$ cat src/rtl/uart_io_bridge_pkg.sv
// Shared constants, state encodings and small helpers for the UART-to-I/O-bus debug bridge.
package uart_io_bridge_pkg;

   localparam logic [7:0] CMD_W = 8'h57;
   localparam logic [7:0] CMD_R = 8'h52;
   localparam logic [7:0] RSP_K = 8'h4B;
   localparam logic [7:0] RSP_E = 8'h45;

   typedef enum logic [3:0] {
      ST_IDLE,
      ST_ADDR_H,
      ST_ADDR_L,
      ST_DATA_H,
      ST_DATA_L,
      ST_REQ,
      ST_ACCESS,
      ST_TX,
      ST_TX_GAP
   } state_t;

   // Which reply byte the TX sequencer sends next.
   typedef enum logic [1:0] {
      SEL_K,
      SEL_E,
      SEL_HI,
      SEL_LO
   } tx_sel_t;

   function automatic logic is_rx_state(input state_t s);
      return s inside {ST_IDLE, ST_ADDR_H, ST_ADDR_L, ST_DATA_H, ST_DATA_L};
   endfunction

   function automatic logic is_frame_state(input state_t s);
      return s inside {ST_ADDR_H, ST_ADDR_L, ST_DATA_H, ST_DATA_L};
   endfunction

   function automatic logic [7:0] reply_byte(input tx_sel_t sel, input logic [15:0] rdata);
      case (sel)
         SEL_K:   return RSP_K;
         SEL_E:   return RSP_E;
         SEL_HI:  return rdata[15:8];
         SEL_LO:  return rdata[7:0];
         default: return RSP_E;
      endcase
   endfunction

endpackage

$ cat src/rtl/uart_io_bridge_timeout.sv
// Inter-byte timeout: counts enabled cycles since the last clear and flags the terminal count.
module bridge_timeout #(
   parameter int unsigned TIMEOUT_CYCLES = 120000,
   parameter int unsigned TO_W           = 17
) (
   input  logic clk,
   input  logic resetq,
   input  logic clr,
   input  logic en,
   output logic expired
);

   localparam logic [TO_W-1:0] LAST = TO_W'(TIMEOUT_CYCLES - 1);

   logic [TO_W-1:0] cnt_q;

   // Saturates at LAST so a stalled enable never wraps back to a fresh window.
   always_ff @(posedge clk or negedge resetq) begin
      if (!resetq) begin
         cnt_q <= '0;
      end else if (clr) begin
         cnt_q <= '0;
      end else if (en && (cnt_q != LAST)) begin
         cnt_q <= cnt_q + TO_W'(1);
      end
   end

   assign expired = en && (cnt_q == LAST);

endmodule

$ cat src/rtl/uart_io_bridge.sv
// Host debug bridge: parses W/R command frames from the byte UART, runs one I/O bus access
// on behalf of the host and sends the K / data / E reply back through the UART transmitter.
module uart_io_bridge
   import uart_io_bridge_pkg::*;
#(
   parameter int unsigned TIMEOUT_CYCLES = 120000,
   parameter int unsigned TO_W           = 17
) (
   input  logic        clk,
   input  logic        resetq,
   input  logic        rx_valid,
   input  logic [7:0]  rx_data,
   output logic        rx_rd,
   input  logic        tx_busy,
   output logic        tx_wr,
   output logic [7:0]  tx_data,
   output logic        bus_req,
   input  logic        bus_gnt,
   output logic        io_rd,
   output logic        io_wr,
   output logic [15:0] io_addr,
   output logic [15:0] io_dout,
   input  logic [15:0] io_din,
   output logic        frame_err
);

   state_t      state_q, state_d;
   tx_sel_t     sel_q, sel_d;
   logic        is_rd_q, is_rd_d;
   logic        run_q;
   logic [15:0] addr_q;
   logic [15:0] wdata_q;
   logic [15:0] rdata_q;
   logic        consume;
   logic        to_en;
   logic        to_expired;

   // run_q keeps rx_rd low while resetq is asserted even if buart already holds a byte.
   assign consume = run_q && rx_valid && is_rx_state(state_q);
   assign to_en   = is_frame_state(state_q);

   bridge_timeout #(
      .TIMEOUT_CYCLES (TIMEOUT_CYCLES),
      .TO_W           (TO_W)
   ) u_timeout (
      .clk     (clk),
      .resetq  (resetq),
      .clr     (consume || !to_en),
      .en      (to_en),
      .expired (to_expired)
   );

   always_comb begin
      state_d   = state_q;
      sel_d     = sel_q;
      is_rd_d   = is_rd_q;
      frame_err = 1'b0;
      bus_req   = 1'b0;
      io_rd     = 1'b0;
      io_wr     = 1'b0;
      tx_wr     = 1'b0;
      unique case (state_q)
         ST_IDLE: begin
            if (consume) begin
               if (rx_data == CMD_W) begin
                  is_rd_d = 1'b0;
                  state_d = ST_ADDR_H;
               end else if (rx_data == CMD_R) begin
                  is_rd_d = 1'b1;
                  state_d = ST_ADDR_H;
               end else begin
                  frame_err = 1'b1;
                  sel_d     = SEL_E;
                  state_d   = ST_TX;
               end
            end
         end
         ST_ADDR_H, ST_ADDR_L, ST_DATA_H, ST_DATA_L: begin
            if (consume) begin
               case (state_q)
                  ST_ADDR_H: state_d = ST_ADDR_L;
                  ST_ADDR_L: state_d = is_rd_q ? ST_REQ : ST_DATA_H;
                  ST_DATA_H: state_d = ST_DATA_L;
                  default:   state_d = ST_REQ;
               endcase
            end else if (to_expired) begin
               frame_err = 1'b1;
               state_d   = ST_IDLE;
            end
         end
         ST_REQ: begin
            bus_req = 1'b1;
            if (bus_gnt) begin
               state_d = ST_ACCESS;
            end
         end
         ST_ACCESS: begin
            bus_req = 1'b1;
            if (bus_gnt) begin
               io_rd   = is_rd_q;
               io_wr   = !is_rd_q;
               sel_d   = is_rd_q ? SEL_HI : SEL_K;
               state_d = ST_TX;
            end
         end
         ST_TX: begin
            if (!tx_busy) begin
               tx_wr   = 1'b1;
               state_d = ST_TX_GAP;
            end
         end
         ST_TX_GAP: begin
            // buart raises tx_busy one cycle after tx_wr, so tx_busy is not trusted here.
            if (sel_q == SEL_HI) begin
               sel_d   = SEL_LO;
               state_d = ST_TX;
            end else begin
               state_d = ST_IDLE;
            end
         end
         default: begin
            state_d = ST_IDLE;
         end
      endcase
   end

   always_ff @(posedge clk or negedge resetq) begin
      if (!resetq) begin
         state_q <= ST_IDLE;
         sel_q   <= SEL_K;
         is_rd_q <= 1'b0;
         run_q   <= 1'b0;
         addr_q  <= '0;
         wdata_q <= '0;
         rdata_q <= '0;
      end else begin
         state_q <= state_d;
         sel_q   <= sel_d;
         is_rd_q <= is_rd_d;
         run_q   <= 1'b1;
         if (consume) begin
            case (state_q)
               ST_ADDR_H: addr_q[15:8]  <= rx_data;
               ST_ADDR_L: addr_q[7:0]   <= rx_data;
               ST_DATA_H: wdata_q[15:8] <= rx_data;
               ST_DATA_L: wdata_q[7:0]  <= rx_data;
               default:   ;
            endcase
         end
         if (io_rd) begin
            rdata_q <= io_din;
         end
      end
   end

   assign rx_rd   = consume;
   assign io_addr = addr_q;
   assign io_dout = wdata_q;
   assign tx_data = tx_wr ? reply_byte(sel_q, rdata_q) : 8'h00;

endmodule

$ cat config.mk
export PLATFORM = sky130hd
export DESIGN_NAME = uart_io_bridge
export DESIGN_NICKNAME = d
export VERILOG_FILES = /design/src/rtl/uart_io_bridge_pkg.sv /design/src/rtl/uart_io_bridge_timeout.sv /design/src/rtl/uart_io_bridge.sv
export SDC_FILE = /design/constraint.sdc
export NUM_CORES = 1
export LEC_CHECK = 0
export CAP_MARGIN = 20
export CORE_UTILIZATION = 50
export DETAILED_ROUTE_END_ITERATION = 7
export GPL_ROUTABILITY_DRIVEN = 0
export PLACE_DENSITY = 0.79
export SLEW_MARGIN = 25
export SYNTH_ARGS = -nofsm -noshare
export SYNTH_HDL_FRONTEND = slang
export SYNTH_HIERARCHICAL = 1
export SYNTH_SLANG_ARGS = --single-unit
$ cat constraint.sdc
create_clock -name clk -period 3.3 [get_ports clk]
set_clock_uncertainty 0.15 [all_clocks]
set_input_delay 0.33 -clock clk [delete_from_list [all_inputs] [get_ports clk]]
set_output_delay 0.33 -clock clk [all_outputs]
set_load 0.02 [all_outputs]
; ---- Yosys cells after proc, flatten, opt, wreduce, memory -nomap -nowiden
; Cells that the tools add are included.
; Widths: inputs -> output; s select.
[op_classes]
n_shift = 0
reduce_logical = 23
bitwise_logic = 0
n_lt_le_gt_ge = 0
n_mul = 0
mux = 38
n_div = 0
eq_ne = 23
n_addsub = 1
[ops]
columns = cell, n
row1 = $mux 17, 2
row2 = $pmux 8 s4, 1
row3 = $mux 4, 6
row4 = $pmux 4 s6, 1
row5 = $add 17x1->17 const B, 1
row6 = $eq 17x17->1 const B, 1
row7 = $ne 17x17->1 const B, 1
row8 = $eq 4x3->1 const B, 4
row9 = $eq 8x7->1 const B, 2
row10 = $mux 1, 14
row11 = $ne 2x2->1 const B, 7
row12 = $mux 2, 6
row13 = $mux 3, 4
row14 = $pmux 3 s3, 1
row15 = $eq 4x2->1 const B, 2
row16 = $mux 8, 1
row17 = $reduce_and 2->1, 4
row18 = $pmux 2 s3, 1
row19 = $reduce_and 6->1, 1
row20 = $reduce_and 5->1, 1
row21 = $reduce_bool 5->1, 1
row22 = $eq 2x2->1 const B, 2
row23 = $eq 4x1->1 const B, 1
row24 = $eq 4x4->1 const B, 1
row25 = other kinds (14), 19
[totals]
out_inout_bits = 46
input_bits = 29
n_memories = 0
latch_bits = 0
ram_bits = 0
mem_bits_ro = 0
register_bits = 73

; ---- Logic depth before layout (Yosys ltp)
[depth]
word_depth = 6
depth_mapped = 11
ltp_nobuf = 10

; ---- Cells and area by module
; Netlist, hierarchy kept.
[by_module_without_submodules]
columns = module, area_per_inst_um2, n_inst, cells_each
row1 = uart_io_bridge, 2622.5, 1, 214
row2 = bridge_timeout, 963.4, 1, 97

; ---- Worst setup path after synthesis
; OpenSTA, ideal clock, no wires.
[synth_path]
path_kind = reg2reg
startpoint = register state_q[1]
endpoint = register state_q[0]
path_stages_with_launch = 12
setup_time_ns = 0.125
slack_ns = 0.658
arrival_ns = 2.367
period_less_slack_ns = 2.642
n_path_buf = 1
required_time_ns = 3.025
path_cell_list = dfrtp_1 > buf_2 > o21ai_0 > nand2_1 > nor2_1 > and4b_1 > nand4_1 > nor2_1 > a211oi_1 > o21ai_0 > o221a_2 > mux2_2
[synth_between]
elab_chain_cells = 5
elab_cells_between_ends = 23
classes_between = eq/ne (13) / mux (3) / reduce/logical (7)
[synth_rtl]
columns = item, line
row1 = from (decl), uart_io_bridge.sv:27  ; state_t state_q, state_d;
row2 = from (signal assigned), uart_io_bridge.sv:137  ; state_q <= state_d;
row3 = $eq 4x1->1 (tied with other cells), uart_io_bridge_pkg.sv:34  ; return s inside {ST_ADDR_H, ST_ADDR_L, ST_DATA_H, ST_DATA_L};
row4 = $reduce_bool 4->1 *, uart_io_bridge_pkg.sv:34
row5 = via to_en, uart_io_bridge.sv:35  ; logic to_en;
row6 = $logic_and 1x1->1 *, uart_io_bridge_timeout.sv:28  ; assign expired = en && (cnt_q == LAST);
row7 = via to_expired, uart_io_bridge.sv:36  ; logic to_expired;
row8 = $ne 3x3->1 (no source line) *, n/a
row9 = $reduce_and 5->1 (no source line) *, n/a
; The timed path passes the listed nets; every way through them passes the cells marked *.
; A chain may end at the register's enable or synchronous reset.

; ---- Worst setup path after layout
[layout_path]
startpoint = register state_q[0]
endpoint = output port frame_err
[layout_between]
elab_chain_cells = 6
elab_cells_between_ends = 14
classes_between = eq/ne (4) / mux (4) / reduce/logical (6)
[layout_rtl]
columns = item, line
row1 = $eq 4x1->1 (tied with other cells), uart_io_bridge_pkg.sv:34
row2 = $reduce_bool 4->1 *, uart_io_bridge_pkg.sv:34
row3 = via to_en, uart_io_bridge.sv:35
row4 = $logic_and 1x1->1 *, uart_io_bridge_timeout.sv:28
row5 = via to_expired, uart_io_bridge.sv:36
row6 = $mux 1 *, uart_io_bridge.sv:86  ; end else if (to_expired) begin
row7 = $mux 1 *, uart_io_bridge.sv:79  ; if (consume) begin
row8 = $pmux 1 s2 *, uart_io_bridge.sv:62  ; unique case (state_q)
row9 = to (decl), uart_io_bridge.sv:24  ; output logic frame_err
; Marks and branches as above.

==> summary.md <==
| Metric | Value |
|---|---|
| Status | completed |
| WHS | between 0.3 and 0.4 ns |
| Via count | 2725 |
| Dominant synthesized flop cell | dfrtp_1 |
| H-tree levels | 3 |
| Syn-to-layout area delta | 29.4% |
| R2R cell count | 10 |
| Max-cap violations | 0 |
| Clk slew on worst S/H paths | 0.08 ns |
| Fin crit share | 92.2% |
| CP Class | reg2out |
| CP max FO | 6 |
| Area of the core | 6870 µm² |
| Leading cell types in the layout, fill and taps excluded | 72 x clkdlybuf4s50_1, 72 x dfrtp_1, 39 x mux2_2, 24 x nand2_1, 24 x nor2_1 |
| Min Tclk post-route | slightly above 3 ns |
| CTS tree | built |
| Final WL | 7.60 mm |
| Slew headroom | between 40% and 50% |
| # IOs | 75 |
| Number of global-route vias before repair | 2685 |
| Crit path launch type | flop |
| Syn avg cell area | 11.5 µm² |
| Clock Latency Late Sink | around 0.35 ns |
| FF-to-FF setup slack | between 0.5 and 0.6 ns |
| Critical Path AT | 2.56 ns |
| Crit end category | output pin |
| Final TNS setup | 0 ns |
| Post-route cell area | 4640 µm² |
| Leakage Power | between 0.002 and 0.0025 µW |
| YS warnings | 6 |
| Final ANT Viol Nets | 0 |
| Initial antenna violation count | 0 |
| DRT iter0 DRCs | 148 |
| DRT Pass-1 Iters | 4 |
| Post-synth EDFFs | 0 |
| Residual DRC | 0 |
| Hold depth | 2 |
| Layout cells sized above 1 | 21.4% |
| GRT Util Overall | between 20% and 30% |
| Hold Violations, Final | 0 |
| Clock Sinks | 73 |
| Die Span Y | 86.7 µm |
| Rows | 30 |
| Pwr/cell area | between 800 and 900 nW/µm² |
| Post-Syn Area | 3590 µm² |
| DR vias/cell | 5.53 |
| Total setup buffers inserted after CTS | 0 |
| Placed instance area | 4430 µm² |
| Slew @ Worst Pin | just under 0.8 ns |
| Starting Density | 52.2% |
| Root Buffer | clkbuf_8 |
| Clock Path Buffers | 2 |
| Register area share after synthesis | between 50% and 60% |
| VDD IR max | 0.496 mV |
| Inserted Diodes | 0 |
| Routed length per instance | 15.4 µm |
| Buffers added on ports | 74 |
| Post-synth ARST share | 100% |
| Util after Layout | 67.5% |
| Cells after Synth | 311 |
| RSZ-0062 raised after global routing | false |
| Filler cell count | ~510 |
| Flops & latches, synth | 73 |
| Die area | 7510 µm² |
| First-pass GRT wire length | 12.5 mm |
| Hold Crit Class | reg2reg |
| Sequential cell area | 1830 µm² |
| Nets | 422 |
| Netlist cell types | 53 |
| Final setup vio count | 0 |
| Overflow after GRT | 0 |
| Dpl hpwl | 5.57 mm |
| TritonCTS Buffers | 9 |
| Syn Nets | 341 |
| Max Slew Vio Count | 0 |
| Fmax | ~330 MHz |
| Worst Path Required | 2.82 ns |
| Die width | 86.7 µm |
| Area of the multi-input gates | between 1500 and 2000 µm² |
| Pin count of the biggest net entering global routing | 39 |
-- layer usage --
metal  vias up  share of wire [%]  track usage (%)
met5         -                  0                0
met1      1344                 45             27.3
met2        75                 49             36.7
met4         0                2.3             10.6
li1       1291                  -                -
met3        15                3.8             3.90
-- synth_stat cells (4+ instances only) --
cell type | number | area (µm²)
nand2_1 | 24 | 90.1
nand3_1 | 5 | 25.0
nor3_1 | 6 | 30.0
nand4_1 | 8 | 50.1
nand2b_1 | 5 | 31.3
mux2_2 | 39 | 439
mux2i_1 | 7 | 70.1
o21ai_0 | 13 | 65.1
dfrtp_1 | 73 | 1830
mux2_4 | 9 | 135
inv_1 | 8 | 30.0
clkbuf_1 | 5 | 18.8
xor2_1 | 5 | 43.8
or3_1 | 7 | 43.8
nor2_1 | 25 | 93.8
a21oi_1 | 13 | 65.1
nor2b_1 | 4 | 25.0
-- final cells by class --
class / count / share of cell area (%)
Clock buffer: 10 / 2.75
Clock inverter: 6 / 1.46
Inverter: 8 / 0.647
Multi-Input combinational cell: 218 / 35.7
Sequential cell: 73 / 39.4
Tap cell: 96 / 2.59
Timing Repair Buffer: 82 / 17.4
-- report_power, final --
part,internal (µW),total [µW],switching [µW]
Sequential,1220,1450,231
Clock,352,682,330
Combinational,877,1710,833
-- kinds of logic after synthesis --
kind of cell	share of synthesized area (%)
and+or+nand+nor	17.8
buffers and inverters	2.93
AOI/OAI and AO/OA	7.92
muxes	18.0
other	0.105
adders and majority gates	0.349
xor gates and xnor gates	1.95
DFF	50.9
-- stage by stage --
step	worst slack, ns	cells	power (µW)
2_1_floorplan	0.658	311	2540
3_3_place_gp	0.417	476	3130
3_5_place_dp	0.268	476	3180
4_1_cts	0.266	493	3870
5_1_grt	0.102	493	4080
6_report	0.256	493	3850
-- state kept, by name (all words and copies together) (netlist names) --
signal           count
is_rd_q              1
rdata_q             16
io_addr             16
sel_q                2
io_dout             16
state_q              4
u_timeout/cnt_q     17
run_q                1
-- worst paths after layout --
| kind | from | endpoint |
|---|---|---|
| max | state_q[0]$_DFFE_PN0P_ | frame_err |
| min | io_dout[2]$_DFFE_PN0P_ | io_dout[2]$_DFFE_PN0P_ |
| max reg2reg | state_q[0]$_DFFE_PN0P_ | state_q[0]$_DFFE_PN0P_ |
| min reg2reg | io_dout[2]$_DFFE_PN0P_ | io_dout[2]$_DFFE_PN0P_ |
| max in group asynchronous | resetq | state_q[2]$_DFFE_PN0P_ |
| min in group asynchronous | resetq | io_addr[4]$_DFFE_PN0P_ |
-- repair_timing --
action,in CTS,in global routing
gates resized for setup,3,0
endpoints found under the hold margin,35,0
endpoints found under the setup margin,1,0
hold buffers,1,0
-- critical path: stages, from the launching register on --
cell           delay (ns)
dfrtp_1              0.41
o21ai_0              0.25
nand2_1              0.11
nor2_2               0.22
and4b_1              0.24
nand4_1              0.11
nor2_1               0.23
nand4_1              0.15
a21oi_2              0.15
dlygate4sd2_1        0.35
Power figures use the tool's default switching activity.
